### src/rtl/bcd_conv_scheduler_pkg.sv
// Shared definitions for the BCD converter scheduler: FSM encoding and timer sizing.
package bcd_conv_scheduler_pkg;

  typedef enum logic [1:0] {
    S_IDLE  = 2'd0,
    S_START = 2'd1,
    S_WAIT  = 2'd2,
    S_DONE  = 2'd3
  } state_e;

  // Timer must be able to hold TIMEOUT-1 and the terminal compare value.
  function automatic int timer_width(input int timeout);
    return $clog2(timeout + 1);
  endfunction

endpackage

### src/rtl/bcd_conv_scheduler_if.sv
// Requester handshake and converter-side signals of the BCD converter scheduler.
interface bcd_conv_scheduler_if #(
  parameter int NUM_REQ        = 4,
  parameter int INPUT_WIDTH    = 16,
  parameter int DECIMAL_DIGITS = 4
);
  logic [NUM_REQ-1:0]             i_Req;
  logic [NUM_REQ*INPUT_WIDTH-1:0] i_Bin;
  logic [NUM_REQ-1:0]             o_Ready;
  logic [NUM_REQ-1:0]             o_Done;
  logic                           o_Err;
  logic [DECIMAL_DIGITS*4-1:0]    o_BCD;
  logic                           o_Conv_Start;
  logic [INPUT_WIDTH-1:0]         o_Conv_Binary;
  logic [DECIMAL_DIGITS*4-1:0]    i_Conv_BCD;
  logic                           i_Conv_DV;

  modport slave (
    input  i_Req, i_Bin, i_Conv_BCD, i_Conv_DV,
    output o_Ready, o_Done, o_Err, o_BCD, o_Conv_Start, o_Conv_Binary
  );

  modport master (
    output i_Req, i_Bin, i_Conv_BCD, i_Conv_DV,
    input  o_Ready, o_Done, o_Err, o_BCD, o_Conv_Start, o_Conv_Binary
  );
endinterface

### src/rtl/bcd_conv_scheduler_rr_pick.sv
// Combinational round-robin picker: first pending index after last_grant_i, wrapping.
module rr_pick #(
  parameter  int N  = 4,
  localparam int GW = (N > 1) ? $clog2(N) : 1
) (
  input  logic [N-1:0]  pending_i,
  input  logic [GW-1:0] last_grant_i,
  output logic [GW-1:0] grant_o,
  output logic          any_pending_o
);

  int          cand_s;
  logic [GW-1:0] idx_s;

  // Scan from the farthest candidate inward so the nearest pending index wins.
  always_comb begin
    grant_o = last_grant_i;
    cand_s  = 0;
    idx_s   = '0;
    for (int k = N; k >= 1; k--) begin
      cand_s  = (int'(last_grant_i) + k) % N;
      idx_s   = cand_s[GW-1:0];
      grant_o = pending_i[idx_s] ? idx_s : grant_o;
    end
  end

  assign any_pending_o = |pending_i;

endmodule

### src/rtl/bcd_conv_scheduler.sv
// Shares one serial binary-to-BCD converter among NUM_REQ requesters with
// round-robin arbitration, one-deep per-requester buffering and a timeout watchdog.
module bcd_conv_scheduler
  import bcd_conv_scheduler_pkg::*;
#(
  parameter int NUM_REQ        = 4,
  parameter int INPUT_WIDTH    = 16,
  parameter int DECIMAL_DIGITS = 4,
  parameter int TIMEOUT        = 1023
) (
  input  logic                 i_Clock,
  input  logic                 i_Rst_n,
  bcd_conv_scheduler_if.slave  bus
);

  localparam int GW = (NUM_REQ > 1) ? $clog2(NUM_REQ) : 1;
  localparam int TW = timer_width(TIMEOUT);
  localparam int BW = DECIMAL_DIGITS * 4;

  state_e                 state_q, state_d;
  logic [NUM_REQ-1:0]     pending_q;
  logic [INPUT_WIDTH-1:0] hold_q [NUM_REQ];
  logic [GW-1:0]          grant_q, grant_d;
  logic [GW-1:0]          last_grant_q, last_grant_d;
  logic [GW-1:0]          pick_s;
  logic                   any_pending_s;
  logic [TW-1:0]          timer_q, timer_d;
  logic                   err_q, err_d;
  logic [BW-1:0]          bcd_q, bcd_d;
  logic [INPUT_WIDTH-1:0] conv_bin_q, conv_bin_d;
  logic                   release_s;

  rr_pick #(.N(NUM_REQ)) u_pick (
    .pending_i     (pending_q),
    .last_grant_i  (last_grant_q),
    .grant_o       (pick_s),
    .any_pending_o (any_pending_s)
  );

  assign release_s = (state_q == S_DONE);

  // Intake runs independently of the FSM; the granted slot frees in S_DONE.
  always_ff @(posedge i_Clock or negedge i_Rst_n) begin
    if (!i_Rst_n) begin
      pending_q <= '0;
      for (int i = 0; i < NUM_REQ; i++) begin
        hold_q[i] <= '0;
      end
    end else begin
      for (int i = 0; i < NUM_REQ; i++) begin
        if (bus.i_Req[i] && !pending_q[i]) begin
          pending_q[i] <= 1'b1;
          hold_q[i]    <= bus.i_Bin[i*INPUT_WIDTH +: INPUT_WIDTH];
        end else if (release_s && (grant_q == GW'(i))) begin
          pending_q[i] <= 1'b0;
        end
      end
    end
  end

  // FSM state and datapath registers.
  always_ff @(posedge i_Clock or negedge i_Rst_n) begin
    if (!i_Rst_n) begin
      state_q      <= S_IDLE;
      grant_q      <= '0;
      last_grant_q <= GW'(NUM_REQ - 1);
      timer_q      <= '0;
      err_q        <= 1'b0;
      bcd_q        <= '0;
      conv_bin_q   <= '0;
    end else begin
      state_q      <= state_d;
      grant_q      <= grant_d;
      last_grant_q <= last_grant_d;
      timer_q      <= timer_d;
      err_q        <= err_d;
      bcd_q        <= bcd_d;
      conv_bin_q   <= conv_bin_d;
    end
  end

  // Next-state logic; DV wins over the timeout when both land in the same cycle.
  always_comb begin
    state_d      = state_q;
    grant_d      = grant_q;
    last_grant_d = last_grant_q;
    timer_d      = timer_q;
    err_d        = err_q;
    bcd_d        = bcd_q;
    conv_bin_d   = conv_bin_q;
    case (state_q)
      S_IDLE: begin
        if (any_pending_s) begin
          grant_d    = pick_s;
          conv_bin_d = hold_q[pick_s];
          state_d    = S_START;
        end else begin
          state_d    = S_IDLE;
        end
      end
      S_START: begin
        timer_d = '0;
        state_d = S_WAIT;
      end
      S_WAIT: begin
        if (bus.i_Conv_DV) begin
          bcd_d   = bus.i_Conv_BCD;
          err_d   = 1'b0;
          state_d = S_DONE;
        end else if (timer_q == TW'(TIMEOUT - 1)) begin
          err_d   = 1'b1;
          state_d = S_DONE;
        end else begin
          timer_d = timer_q + 1'b1;
        end
      end
      S_DONE: begin
        last_grant_d = grant_q;
        state_d      = S_IDLE;
      end
      default: begin
        state_d = S_IDLE;
      end
    endcase
  end

  assign bus.o_Ready       = ~pending_q;
  assign bus.o_Done        = release_s ? (NUM_REQ'(1) << grant_q) : '0;
  assign bus.o_Err         = release_s & err_q;
  assign bus.o_BCD         = bcd_q;
  assign bus.o_Conv_Start  = (state_q == S_START);
  assign bus.o_Conv_Binary = conv_bin_q;

endmodule

### src/flat_wrapper.sv
// flat-port wrapper written by rule: the top's interface ports become plain ports
module bcd_conv_scheduler_flat import bcd_conv_scheduler_pkg::*;
#(
  parameter int NUM_REQ        = 4,
  parameter int INPUT_WIDTH    = 16,
  parameter int DECIMAL_DIGITS = 4,
  parameter int TIMEOUT        = 1023
)
  (i_Clock, i_Rst_n, bus_i_Req, bus_i_Bin, bus_i_Conv_BCD, bus_i_Conv_DV, bus_o_Ready, bus_o_Done, bus_o_Err, bus_o_BCD, bus_o_Conv_Start, bus_o_Conv_Binary);
  bcd_conv_scheduler_if #(.NUM_REQ(NUM_REQ), .INPUT_WIDTH(INPUT_WIDTH), .DECIMAL_DIGITS(DECIMAL_DIGITS)) bus_i ();
  input  logic i_Clock;
  input  logic i_Rst_n;
  input wire logic [$bits(bus_i.i_Req)-1:0] bus_i_Req;
  input wire logic [$bits(bus_i.i_Bin)-1:0] bus_i_Bin;
  input wire logic [$bits(bus_i.i_Conv_BCD)-1:0] bus_i_Conv_BCD;
  input wire logic [$bits(bus_i.i_Conv_DV)-1:0] bus_i_Conv_DV;
  output wire logic [$bits(bus_i.o_Ready)-1:0] bus_o_Ready;
  output wire logic [$bits(bus_i.o_Done)-1:0] bus_o_Done;
  output wire logic [$bits(bus_i.o_Err)-1:0] bus_o_Err;
  output wire logic [$bits(bus_i.o_BCD)-1:0] bus_o_BCD;
  output wire logic [$bits(bus_i.o_Conv_Start)-1:0] bus_o_Conv_Start;
  output wire logic [$bits(bus_i.o_Conv_Binary)-1:0] bus_o_Conv_Binary;
  assign bus_i.i_Req = bus_i_Req;
  assign bus_i.i_Bin = bus_i_Bin;
  assign bus_i.i_Conv_BCD = bus_i_Conv_BCD;
  assign bus_i.i_Conv_DV = bus_i_Conv_DV;
  assign bus_o_Ready = bus_i.o_Ready;
  assign bus_o_Done = bus_i.o_Done;
  assign bus_o_Err = bus_i.o_Err;
  assign bus_o_BCD = bus_i.o_BCD;
  assign bus_o_Conv_Start = bus_i.o_Conv_Start;
  assign bus_o_Conv_Binary = bus_i.o_Conv_Binary;
  bcd_conv_scheduler #(.NUM_REQ(NUM_REQ), .INPUT_WIDTH(INPUT_WIDTH), .DECIMAL_DIGITS(DECIMAL_DIGITS), .TIMEOUT(TIMEOUT)) u_core (.i_Clock(i_Clock), .i_Rst_n(i_Rst_n), .bus(bus_i));
endmodule
### config.mk
export PLATFORM = sky130hd
export DESIGN_NAME = bcd_conv_scheduler_flat
export DESIGN_NICKNAME = d
export VERILOG_FILES = /design/src/rtl/bcd_conv_scheduler_pkg.sv /design/src/rtl/bcd_conv_scheduler_if.sv /design/src/rtl/bcd_conv_scheduler_rr_pick.sv /design/src/rtl/bcd_conv_scheduler.sv /design/src/flat_wrapper.sv
export SDC_FILE = /design/constraint.sdc
export NUM_CORES = 1
export LEC_CHECK = 0
export BUFFER_PORTS_ARGS = -buffer_cell sky130_fd_sc_hd__buf_2
export CAP_MARGIN = 20
export CORE_MARGIN = 1.5
export CORE_UTILIZATION = 34
export DETAILED_ROUTE_END_ITERATION = 16
export GPL_TIMING_DRIVEN = 0
export PLACE_DENSITY = 0.67
export SETUP_SLACK_MARGIN = 0.4
export SYNTH_ARGS = -nofsm -noshare
export SYNTH_HDL_FRONTEND = slang
export SYNTH_HIERARCHICAL = 1
export SYNTH_SLANG_ARGS = --single-unit
export TNS_END_PERCENT = 50
### constraint.sdc
create_clock -name i_Clock -period 2 [get_ports i_Clock]
set_input_delay 0.3 -clock i_Clock [delete_from_list [all_inputs] [get_ports i_Clock]]
set_output_delay 0.3 -clock i_Clock [all_outputs]
set_load 0.05 [all_outputs]
Word level (Yosys, flattened, before mapping)
Index checks and enable logic that the tools add are counted.
{"block": "op_classes", "add_sub_neg": 5, "order_cmp": 5, "eq_ne": 10, "shifts": 1, "muxes": 33, "n_bitwise": 3, "n_reduce_logical": 25}
{"operator": "$bmux 16 s2", "count": 1}
{"operator": "$mux 16", "count": 2}
{"operator": "$mux 10", "count": 2}
{"operator": "$pmux 10 s2", "count": 1}
{"operator": "$mux 1", "count": 15}
{"operator": "$lt 2x3->1 const B", "count": 4}
{"operator": "$mux 2", "count": 6}
{"operator": "$reduce_bool 2->1", "count": 6}
{"operator": "$add 10x1->10 const B", "count": 1}
{"operator": "$eq 10x10->1 const B", "count": 1}
{"operator": "$bmux 1 s2", "count": 4}
{"operator": "$eq 2x2->1 const B", "count": 4}
{"operator": "$logic_and 1x1->1", "count": 8}
{"operator": "$pmux 2 s4", "count": 1}
{"operator": "$reduce_and 2->1", "count": 3}
{"operator": "$add 2x1->2 const B", "count": 2}
{"operator": "$add 2x2->2 const B", "count": 2}
{"operator": "$eq 2x1->1 const B", "count": 2}
{"operator": "$logic_not 1->1", "count": 4}
{"operator": "$logic_not 2->1", "count": 2}
{"operator": "$mux 4", "count": 1}
{"operator": "$ne 2x2->1 const B", "count": 2}
{"operator": "$not 4->4", "count": 1}
{"operator": "$reduce_or 4->1", "count": 1}
{"operator": "6 further kinds", "count": 6}
{"block": "word_totals", "regBits": 117, "wordCells": 97}

Logic depth before layout (Yosys ltp)
{"block": "depth", "word_depth": 11, "mapped_depth": 8}

Modules after synthesis
Netlist, hierarchy kept.
{"mod": "bcd_conv_scheduler", "instances": 1, "cells_per_inst": 337, "area_per_inst_um2": 5117.4, "seq_area_each_um2": 2930.3}
{"mod": "rr_pick", "instances": 1, "cells_per_inst": 14, "area_per_inst_um2": 82.6, "seq_area_each_um2": 0.0}

Least setup slack after synthesis
No wires, ideal clock.
{"block": "synth_path", "kind": "register -> output", "startpoint": "register u_core.state_q[0]", "endpoint": "output bus_o_Done[0]", "t_arrival_ps": 1834, "required_time_ps": 1700, "slack_ps": -134, "stages_incl_launch_ff": 3, "n_path_buf": 0, "path_cell_list": "dfrtp_1 -> ha_1 -> nor3b_1"}
{"block": "synth_between", "elab_chain_len": 2}
{"element": "start, declared", "line_no": "bcd_conv_scheduler.sv:20", "source": "state_e state_q, state_d;"}
{"element": "start signal, assigned", "line_no": "bcd_conv_scheduler.sv:72", "source": "state_q <= state_d;"}
{"element": "$eq 2x2->1", "line_no": "bcd_conv_scheduler.sv:40", "source": "assign release_s = (state_q == S_DONE);"}
{"element": "$mux 4", "line_no": "bcd_conv_scheduler.sv:128", "source": "assign bus.o_Done = release_s ? (NUM_REQ'(1) << grant_q) : '0;"}
{"element": "end, declared", "line_no": "flat_wrapper.sv:18", "source": "output wire logic [$bits(bus_i.o_Done)-1:0] bus_o_Done;"}
Every way passes these cells.

Worst setup path after layout
{"block": "layout_path", "startpoint": "register u_core.last_grant_q[1]", "endpoint": "register u_core.conv_bin_q[14] (netlist: u_core/bus.o_Conv_Binary[14])"}
{"block": "layout_between", "elab_chain_len": 11, "word_cells_on_any_way": 20, "classes_between": "add/sub (4); mux (15); bitwise (1)"}
{"element": "start, declared", "line_no": "bcd_conv_scheduler.sv:24", "source": "logic [GW-1:0] last_grant_q, last_grant_d;"}
{"element": "start signal, assigned", "line_no": "bcd_conv_scheduler.sv:66", "source": "last_grant_q <= GW'(NUM_REQ - 1);"}
{"element": "start signal, assigned", "line_no": "bcd_conv_scheduler.sv:74", "source": "last_grant_q <= last_grant_d;"}
{"element": "$add 2x1->2", "line_no": "bcd_conv_scheduler_rr_pick.sv:21", "source": "cand_s = (int'(last_grant_i) + k) % N;"}
{"element": "$bmux 1 s2", "line_no": "bcd_conv_scheduler_rr_pick.sv:23", "source": "grant_o = pending_i[idx_s] ? idx_s : grant_o;"}
{"element": "$mux 1 (not written as such)", "line_no": "bcd_conv_scheduler_rr_pick.sv:23"}
{"element": "$mux 2 (3 in series)", "line_no": "bcd_conv_scheduler_rr_pick.sv:23"}
{"element": "$mux 2 (*)", "line_no": "bcd_conv_scheduler_rr_pick.sv:23"}
{"element": "named net u_core.pick_s[0]", "line_no": "bcd_conv_scheduler.sv:25", "source": "logic [GW-1:0] pick_s;"}
{"element": "$not 2->3 (not written as such) (*)", "line_no": "bcd_conv_scheduler.sv:95", "source": "conv_bin_d = hold_q[pick_s];"}
{"element": "$bmux 16 s2 (*)", "line_no": "bcd_conv_scheduler.sv:95"}
{"element": "$mux 16 (not written as such) (*) (2 in series)", "line_no": "bcd_conv_scheduler.sv:95"}
{"element": "end signal, assigned", "line_no": "bcd_conv_scheduler.sv:78", "source": "conv_bin_q <= conv_bin_d;"}
{"element": "end, declared", "line_no": "bcd_conv_scheduler.sv:30", "source": "logic [INPUT_WIDTH-1:0] conv_bin_q, conv_bin_d;"}
The timed path passes the listed nets; every way through them passes the cells marked *. The select of a mux whose other input is x is not followed.
A chain may end at the register's enable or synchronous reset.

==> implementation parameters <==
Parameter                              Value

Clock tree
  Buffer depth of the longest clock path ... 2
  Clock transition time at the flip-flop clock pins of the worst setup and hold paths ... 0.06 ns
  Clock Sinks ... 117
  CTS tree ... yes
  Clock network latency to the later pin of the worst-skew pair ... 0.41 ns
  Clock Tree Root ... clkbuf_16
  Max H-tree Level ... 4
  Number of buffers created by CTS ... 17

Power
  Peak VDD IR ... 0.741 mV
  Power density of the placed cells ... 1960 nW/um2
  Standby leakage power ... 3.45 nW

Worst hold path
  Worst hold start ... bus_i_Bin[37]
  Worst Hold Path Cells ... 2
  Type of the most critical hold path ... primary input to register
  Terminating pin of the worst hold path ... u_core/hold_q[21]

Routing
  First-pass DRT Iterations ... 4
  Final routed DRC violation total ... 0
  Ratio of routed vias to standard cells ... 4.93
  Antenna Violating Nets Remaining ... 0
  Number of violations reported at the end of detailed-routing iteration 0 ... 106
  Average detailed-routed wire length per instance ... 17.7 um
  Routed wire length ... 12800 um
  Total vias in the final route ... 3581

Worst setup path
  Crit path arrival time ... 2.49 ns
  Worst r2r src ... u_core/last_grant_q[1]
  Crit path required time ... 2.30 ns
  Reg2reg end ... u_core/bus.o_Conv_Binary[14]
  Kind of end point of the critical path ... register
  Buffers and inverters on the worst path ... 2
  Startpoint Class ... register
  Dominant delay contributor by cell family on the critical path ... multiplexers
  Register-to-register path setup slack ... -0.19 ns
  Worst Reg-to-Reg Cells ... 7
  CP Max Fanout ... 6
  Critical Path Slowest Stage Cell ... dfstp_2
  Crit path cell chain ... mux2i_1 -> nor2_1 -> a221o_1 -> buf_6 -> buf_12 -> mux4_2 -> mux2_4
  Category of the critical setup timing path ... register to register
  CP peak stage delay ... 0.57 ns
  Critical path depth in cells ... 7

Floorplan
  Die span in y ... 127 um
  DIE WIDTH ... 127 um
  Site Rows ... 45
  Die Footprint ... 16000 um2
  Starting density of the core ... 0.345
  Number of ports placed on the die boundary ... 129
  Placeable Area ... 15100 um2

Timing
  Final setup slack of the worst path ... -0.194 ns
  Tcrit/Tclk final ... 1.10
  Highest Clock Rate ... 0.456 GHz
  Setup repair after global routing missed its margin ... true
  Worst Max-Slew Pin Slew ... 0.527 ns
  Total negative slack ... -2.77 ns
  Final Hold Viols ... 0
  Clock period minus final worst setup slack ... 2.19 ns
  Post-Route Skew ... 0.00630 ns
  Setup violation total in the final timing report ... 16
  Max-slew violation count ... 0
  Headroom to the max-slew limit ... 0.649

Yosys
  Largest area contributor in the synthesized netlist ... dfrtp_1
  Net count after synthesis ... 445
  Mean post-synth cell area ... 14.8 um2
  Synth warn ... 6
  Number of enable-type register cells in the synthesized netlist ... 0
  Proportion of register bits with asynchronous set or reset after synthesis ... 1.00
  Top cells by area in the synthesized netlist ... dfrtp_1, mux2_2, mux4_2
  Library cell with the highest instance count after synthesis ... dfrtp_1
  Dominant synthesized flop cell ... dfrtp_1
  Distinct cell type count of the synthesized netlist ... 40
  Share of the yosys chip area belonging to registers ... 0.564
  Number of flip-flops and latches in the synthesized netlist ... 117
  Post-Syn Instances ... 351
  Most common library cells after synthesis ... dfrtp_1, mux2_2, mux4_2, buf_2, inv_1
  Synth top area share ... 0.553
  Cell area after synthesis ... 5200 um2

GRT
  Antenna violations before repair ... 0
  Via count of the first global-routing pass ... 3772
  Sum of overflow across all layers after global routing ... 0
  Pin count of the biggest net entering global routing ... 64
  Total global routing track utilization ... 0.166
  First-pass GRT wire length ... 20000 um

Cells and area
  Number of inserted diodes ... 0
  Share of cells above drive strength 1 ... 0.673
  Non-filler cells, final ... 726
  Total non-filler cell area in the finished layout ... 7440 um2
  Area added between synthesis and finish ... 43.1%
  Filler instances ... 1327
  Number of nets in the finished design ... 619
  Core utilization of the finished layout ... 0.493

Placed design
  Number of instances in the placed design ... 668
  Placed cell areas ... 6110 um2
  Number of I/O port buffers ... 128
  HPWL after DPL ... 8290 um
  Final weighted congestion in routability-driven placement ... 0.740

Status
  Violated checks ... setup timing
  Result of the run ... finished, violations left

Flow run
  Maxcap violations ... 0
==> cells by family after synthesis <==
group / count (synthesis) / synth area share
AO/OA/AOI/OAI: 27 / 0.0347
adder cells (fa/ha/maj): 7 / 0.0168
buffers and inverters: 29 / 0.0308
flip-flops: 117 / 0.564
multiplexers: 124 / 0.302
AND/OR/NAND/NOR: 47 / 0.0520
==> worst reg2reg max path, delay by kind of cell, from the launching register on <==
family | cells | cell delay, ns
simple gates | 1 | 0.06
buf+inv | 2 | 0.29
flops | 1 | 0.57
mux | 3 | 0.89
compound gates | 1 | 0.27
==> through the flow <==
| step | setup WS, ns | hold slack, ns | power [W] |
|---|---|---|---|
| after floorplan | -0.126 | 0.00441 | 0.00857 |
| after global placement | -0.743 | 0.479 | 0.00975 |
| after detailed placement | -0.355 | 0.294 | 0.00997 |
| after CTS | -0.187 | 0.0962 | 0.0142 |
| after global routing | -0.272 | 0.100 | 0.0154 |
| final | -0.194 | 0.119 | 0.0146 |
==> per-layer routing <==
metal,share of wire,track usage,vias up
li1,-,-,1630
met1,0.42,0.206,1829
met2,0.51,0.277,107
met3,0.053,0.0544,15
met4,0.013,0.0548,0
met5,0,0,-
==> what timing repair did <==
action / CTS / global route
buffers inserted: 18 / 6
gates cloned: 1 / 0
hold buffers: 1 / 0
endpoints found under the setup margin: 80 / 73
pin swaps: 14 / 3
endpoints found under the hold margin: 52 / 0
gates resized for setup: 83 / 38
==> sequential cells by signal, indices dropped and copies added (netlist names) <==
name                      flops
u_core/bus.o_BCD             16
u_core/bus.o_Conv_Binary     16
u_core/err_q                  1
u_core/grant_q                2
u_core/hold_q                64
u_core/last_grant_q           2
u_core/pending_q              4
u_core/state_q                2
u_core/timer_q               10
==> power by group <==
part	switching [W]	total [W]	internal [W]	leakage, nW
sequential	0.000682	0.00422	0.00354	1.39
combinational	0.00350	0.00704	0.00354	1.74
clock	0.00110	0.00331	0.00222	0.308
total	0.00528	0.0146	0.00929	3.45
==> worst max-delay path by stage <==
stage                                       from                      endpoint  slack (ns)
after detailed placement     u_core/pending_q[3]  u_core/bus.o_Conv_Binary[14]       -0.36
after floorplan           u_core/last_grant_q[1]  u_core/bus.o_Conv_Binary[10]       -0.13
final                     u_core/last_grant_q[1]  u_core/bus.o_Conv_Binary[14]       -0.19
after global routing      u_core/last_grant_q[1]  u_core/bus.o_Conv_Binary[14]       -0.27
after global placement                   i_Rst_n           u_core/bus.o_BCD[9]       -0.74
after CTS                 u_core/last_grant_q[1]  u_core/bus.o_Conv_Binary[14]       -0.19
==> cell usage in the layout, fill, tap and decap left out, types with 3 or more instances in the layout <==
cell type / netlist / layout
buf_2: 13 / 123
dfrtp_1: 115 / 112
mux2_2: 100 / 80
mux2_4: 1 / 21
buf_6: 2 / 18
buf_4: 1 / 18
clkbuf_16: 0 / 17
mux4_2: 16 / 16
inv_1: 12 / 10
buf_8: 0 / 6
mux2i_1: 7 / 6
nor2b_1: 6 / 5
clkbuf_8: 0 / 4
clkinvlp_4: 0 / 4
bufinv_16: 0 / 4
a21oi_1: 5 / 4
o21bai_1: 4 / 4
ha_1: 7 / 4
nand2_4: 0 / 3
o21ai_2: 0 / 3
buf_12: 1 / 3
nor2_1: 4 / 3
nand4_1: 3 / 3
a21o_1: 3 / 3
nand2_1: 9 / 3
nand3_2: 0 / 3
ha_4: 0 / 3
dfrtp_2: 0 / 3
==> final cells by class <==
cell class              count  area, um2  share of cell area
repair buffers            155       1000               0.135
clock buffers              21        480              0.0646
multi-input cells         205       2390               0.322
flip-flops and latches    117       2930               0.394
well taps                 188        235              0.0316
plain buffers              17        171              0.0230
inverters                  12       47.5             0.00639
clock inverters            11        173              0.0232
Power figures use the tool's default switching activity.
